===== config.mk =====
export PLATFORM = sky130hd
export DESIGN_NAME = lsu_ctrl
export DESIGN_NICKNAME = d
export VERILOG_FILES = /design/src/rtl/lsu_pkg.sv /design/src/rtl/lsu_load_ext.sv /design/src/rtl/lsu_ctrl.sv
export SDC_FILE = /design/constraint.sdc
export NUM_CORES = 1
export LEC_CHECK = 0
export CORE_MARGIN = 5
export CORE_UTILIZATION = 35
export CTS_BUF_LIST = sky130_fd_sc_hd__clkbuf_8
export CTS_CLUSTER_DIAMETER = 80
export DETAILED_ROUTE_END_ITERATION = 7
export PLACE_DENSITY = 0.72
export SLEW_MARGIN = 20
export SYNTH_ARGS = -nofsm -noshare
export SYNTH_HDL_FRONTEND = slang
export SYNTH_SLANG_ARGS = --single-unit

===== constraint.sdc =====
create_clock -name clk -period 2.4 [get_ports clk]
set_clock_uncertainty 0.2 [all_clocks]
set_input_delay 0.24 -clock clk [delete_from_list [all_inputs] [get_ports clk]]
set_output_delay 0.24 -clock clk [all_outputs]
set_load 0.05 [all_outputs]

===== src/rtl/lsu_pkg.sv =====
// Shared types and constants for the load/store unit controller.
package lsu_pkg;

    typedef enum logic [1:0] {
        ST_IDLE,
        ST_ACCESS,
        ST_RESP
    } lsu_state_e;

    // RISC-V load/store size/sign codes
    localparam logic [2:0] F3_B  = 3'b000;
    localparam logic [2:0] F3_H  = 3'b001;
    localparam logic [2:0] F3_W  = 3'b010;
    localparam logic [2:0] F3_BU = 3'b100;
    localparam logic [2:0] F3_HU = 3'b101;

    // Per-byte write-enable masks, lanes relative to mem_address
    localparam logic [3:0] WEN_NONE = 4'b0000;
    localparam logic [3:0] WEN_B    = 4'b0001;
    localparam logic [3:0] WEN_H    = 4'b0011;
    localparam logic [3:0] WEN_W    = 4'b1111;

    typedef struct packed {
        logic       we;
        logic [2:0] funct3;
    } lsu_req_t;

    function automatic logic funct3_ok(input logic we, input logic [2:0] f3);
        if (we)
            return (f3 == F3_B) || (f3 == F3_H) || (f3 == F3_W);
        return (f3 == F3_B) || (f3 == F3_H) || (f3 == F3_W) ||
               (f3 == F3_BU) || (f3 == F3_HU);
    endfunction

    function automatic logic [3:0] store_mask(input logic [2:0] f3);
        case (f3[1:0])
            2'b00:   return WEN_B;
            2'b01:   return WEN_H;
            default: return WEN_W;
        endcase
    endfunction

endpackage


===== src/rtl/lsu_load_ext.sv =====
// Combinational sign/zero extension of raw SRAM read data for loads.
module lsu_load_ext
    import lsu_pkg::*;
(
    input  logic [2:0]  funct3,
    input  logic [31:0] raw,
    output logic [31:0] ext
);

    always_comb begin
        ext = raw;
        case (funct3)
            F3_B:    ext = {{24{raw[7]}}, raw[7:0]};
            F3_H:    ext = {{16{raw[15]}}, raw[15:0]};
            F3_BU:   ext = {24'd0, raw[7:0]};
            F3_HU:   ext = {16'd0, raw[15:0]};
            default: ext = raw;
        endcase
    end

endmodule


===== src/rtl/lsu_ctrl.sv =====
// Load/store controller: IDLE -> ACCESS (one SRAM cycle) -> RESP.
// Define LSU_MISALIGN_TRAP_EN to reject misaligned halfword/word accesses.
module lsu_ctrl
    import lsu_pkg::*;
#(
    parameter int ADDR_W = 16
) (
    input  logic              clk,
    input  logic              rst_n,
    input  logic              req_valid,
    output logic              req_ready,
    input  logic              req_we,
    input  logic [2:0]        req_funct3,
    input  logic [31:0]       req_addr,
    input  logic [31:0]       req_wdata,
    output logic              resp_valid,
    output logic [31:0]       resp_rdata,
    output logic              resp_err,
    output logic [3:0]        mem_w_en,
    output logic [ADDR_W-1:0] mem_address,
    output logic [31:0]       mem_write_data,
    input  logic [31:0]       mem_read_data
);

    lsu_state_e  state, state_nxt;
    lsu_req_t    lat;
    logic        accept, addr_oor, f3_bad, misalign, req_bad;
    logic [31:0] load_data;

    assign accept   = req_valid && (state == ST_IDLE);
    assign addr_oor = (req_addr >> ADDR_W) != 32'd0;
    assign f3_bad   = !funct3_ok(req_we, req_funct3);

`ifdef LSU_MISALIGN_TRAP_EN
    assign misalign = ((req_funct3[1:0] == 2'b01) && req_addr[0]) ||
                      ((req_funct3[1:0] == 2'b10) && (req_addr[1:0] != 2'b00));
`else
    assign misalign = 1'b0;
`endif

    assign req_bad = addr_oor || f3_bad || misalign;

    lsu_load_ext u_load_ext (
        .funct3 (lat.funct3),
        .raw    (mem_read_data),
        .ext    (load_data)
    );

    always_ff @(posedge clk or negedge rst_n) begin
        if (!rst_n)
            state <= ST_IDLE;
        else
            state <= state_nxt;
    end

    // Write enables decode straight from state so reset drops them at once.
    always_comb begin
        state_nxt  = state;
        req_ready  = 1'b0;
        resp_valid = 1'b0;
        mem_w_en   = WEN_NONE;
        case (state)
            ST_IDLE: begin
                req_ready = 1'b1;
                if (req_valid)
                    state_nxt = req_bad ? ST_RESP : ST_ACCESS;
            end
            ST_ACCESS: begin
                if (lat.we)
                    mem_w_en = store_mask(lat.funct3);
                state_nxt = ST_RESP;
            end
            ST_RESP: begin
                resp_valid = 1'b1;
                state_nxt  = ST_IDLE;
            end
            default: state_nxt = ST_IDLE;
        endcase
    end

    // SRAM address/data only move on a good accept, so they hold otherwise.
    always_ff @(posedge clk or negedge rst_n) begin
        if (!rst_n) begin
            lat            <= '0;
            mem_address    <= '0;
            mem_write_data <= '0;
            resp_rdata     <= '0;
            resp_err       <= 1'b0;
        end else begin
            if (accept) begin
                if (req_bad) begin
                    resp_err   <= 1'b1;
                    resp_rdata <= '0;
                end else begin
                    lat.we         <= req_we;
                    lat.funct3     <= req_funct3;
                    mem_address    <= req_addr[ADDR_W-1:0];
                    mem_write_data <= req_wdata;
                    resp_err       <= 1'b0;
                end
            end
            if (state == ST_ACCESS)
                resp_rdata <= lat.we ? 32'd0 : load_data;
        end
    end

endmodule


==> results_dict.tcl <==
set metrics [dict create \
    status "finished, final reports clean" \
    seq_area_sq_um 2180 \
    dp_slack_ns -0.128 \
    crit_required_ns 2.42 \
    max_cap_violations 0 \
    synth-seq-area-share_pct 62.2 \
    fin_ws_ns 0.254 \
    final_cells 580 \
    r2r-end "mem_write_data[16]" \
    post_dp_cell_area_sq_um 5620 \
    reg2regPathDepth 5 \
    critical_path_class "input pin to register" \
    wl_per_cell_microns 16.9 \
    slew_headroom_pct 60.5 \
    ys_ff_latch 87 \
    layout-drive-gt1-share_pct 19.2 \
    hold_path_class "input pin to asynchronous set/reset pin" \
    multi_input_area_sq_um 1210 \
    die_w_microns 110 \
    p_per_area_nw_per_um2 446 \
    setup-violations-final 0 \
    synth_nets 350 \
    finalInstanceArea_sq_um 5800 \
    area_delta_synth_final_pct 65.6 \
    grt_pass1_vias 2920 \
    clk_latency_ns 0.34 \
    row_count 36 \
    slew_viol_final 0 \
    cts_setup_buffers 0 \
    ir_drop_uv 295 \
    grt_max_degree 46 \
    grt_pass1_wl_microns 15000 \
    cts_tree "yes" \
    whs_ns 0.0603 \
    die_area_sq_um 12100 \
    antenna_found_initial 0 \
    grt_use_total_pct 16.1 \
    finalHoldViolCount 0 \
    cp_data_arrival_time_ns 2.17 \
    overflow 0 \
    ys_types 28 \
    post-route-min-period_ns 2.15 \
    diodes 0 \
    synthTopCellsByArea "dfrtp_1, mux2_2, a22o_1" \
    yosysTopAreaCell "dfrtp_1" \
    detail-route-antenna-nets 0 \
    period_share_pct 89.4 \
    core_area_sq_um 9770 \
    cts.clk_slew.worst_paths_ns 0.09 \
    vias 2739 \
    routed_wl_microns 9820 \
    avgSynthCellArea_sq_um 14.2 \
    reg2reg_slack_ns 0.32 \
    rsz0062_at_grt "no" \
    max_freq_ghz 0.466 \
    io_pins 190 \
    crit_path_start_kind "input pin" \
    netlist_area_sq_um 3500 \
    drc 0 \
    yosysWarnings 0 \
    drt_iter0_markers 98 \
    leakage_nw 2.64 \
    drt_first_pass_iters 4 \
    dieHeight_microns 110 \
    cts_root_buf "clkbuf_8" \
    dp_cells 563 \
    cts_buffer_depth 2 \
    fillers 864 \
    clkSinkCount 87 \
    via_per_inst 4.72 \
    synth_top_area_share_pct 62.2 \
    endpoint_kind "register" \
    worst_pin_slew_ns 0.592 \
    cts_max_level 3 \
    start_util_pct 35.8 \
    port_buffers 189 \
    gp_congestion 0.732 \
    critPathLaunch "req_addr[26]" \
    synth_cells 247 \
    r2r-start "state[0]" \
    utilization_pct 59.3 \
    cts_buffers 9 \
    cp_max_fo 32 \
    num-nets-final 545 \
    post-dp-hpwl_microns 7490 \
]
## cell usage after synthesis
library cell  number
buf_4              1
nor2_1             5
nand2_1            1
o21ai_1            1
or4b_2             1
nor3b_2            1
nor2b_1            1
a21oi_1            9
mux2_2            52
nor4_4             1
mux2i_1            1
dfrtp_1           87
inv_1              2
o21a_1             2
nor4_1             3
buf_1              2
nand4_1            1
or3b_2             1
nand2b_1          16
buf_6              5
and2_1             1
a22o_1            24
a21o_1             8
nor3_1             1
a211oi_1           1
clkbuf_1           9
and3b_1            1
o21ai_0            9
## kinds of logic (layout without fill, tap and decap cells)
kind of cell | after synthesis | in the layout | share of synthesized area, %
buffers and inverters | 19 | 219 | 3.22
flip-flops | 87 | 87 | 62.2
AND/OR/NAND/NOR | 34 | 34 | 6.47
multiplexers | 53 | 53 | 17.0
AO/OA/AOI/OAI | 54 | 54 | 11.1
## area by class of cell
cell class              instances  share of cell area (%)
multi-input cells             141                    20.9
flip-flops and latches         87                    37.6
clock inverters                 7                   0.734
well taps                     133                    2.87
repair buffers                201                    35.6
clock buffers                   9                    2.14
inverters                       2                   0.130
## state kept, by name, summed over array words and instances (netlist names)
name and flops:
resp_rdata 32, state 2, resp_err 1, lat 4
mem_address 16, mem_write_data 32
## placed cells by master (no fill, tap or decap), drive strengths merged
cell type        n
clkdlybuf4s50  182
dfrtp           87
mux2            52
a22o            24
nand2b          16
buf             15
o21ai           10
a21oi            9
clkbuf           9
a21o             8
nor2             5
inv              4
clkinvlp         4
nor4             4
o21a             2
dlymetal6s2s     2
and3b            1
and2             1
nor2b            1
nor3             1
nand4            1
a211oi           1
nand2            1
mux2i            1
nor3b            1
or4b             1
or3b             1
clkinv           1
dlygate4sd3      1
dlygate4sd2      1
## what timing repair did
item	4_1_cts	5_1_grt
hold buffers	1	0
endpoints found under the hold margin	87	0
setup endpoints to repair	1	2
gates resized for setup	1	2
cloned	0	0
## worst max-delay path by stage
stage,endpoint,depth (start not counted)
finish,mem_write_data[16],6
global route,mem_address[9],6
CTS,resp_valid,2
detailed placement,mem_address[6],6
global placement,mem_write_data[25],6
floorplan,mem_w_en[3],4
## layer usage
metal | vias to the layer above | wire length [microns] | track usage, % | share of wire, %
met5 | - | 0 | 0 | 0
met4 | 0 | 65 | 4.99 | 0.66
met3 | 8 | 941 | 5.30 | 9.6
met2 | 94 | 5140 | 27.1 | 52
met1 | 1371 | 3670 | 19.5 | 37
li1 | 1266 | - | - | -
## critical path, stage by stage
cell and delay, ns:
clkdlybuf4s50_1 0.43, nor4_1 0.29, nand4_1 0.20, nor4_4 0.39
buf_12 0.25, mux2_2 0.35
## power breakdown
group,leakage (nW),internal (W),switching (W)
combinational,1.35,0.000168,0.0000812
clock,0.0799,0.000367,0.000500
sequential,1.21,0.00147,0.00000290
## stage by stage
| stage | power [W] | setup TNS (ns) |
|---|---|---|
| final | 0.00258 | 0 |
| after global routing | 0.00270 | 0 |
| after CTS | 0.00263 | 0 |
| after detailed placement | 0.00175 | -5.49 |
| after global placement | 0.00175 | -3.10 |
| after floorplan | 0.00153 | 0 |
Power figures use the tool's default switching activity.
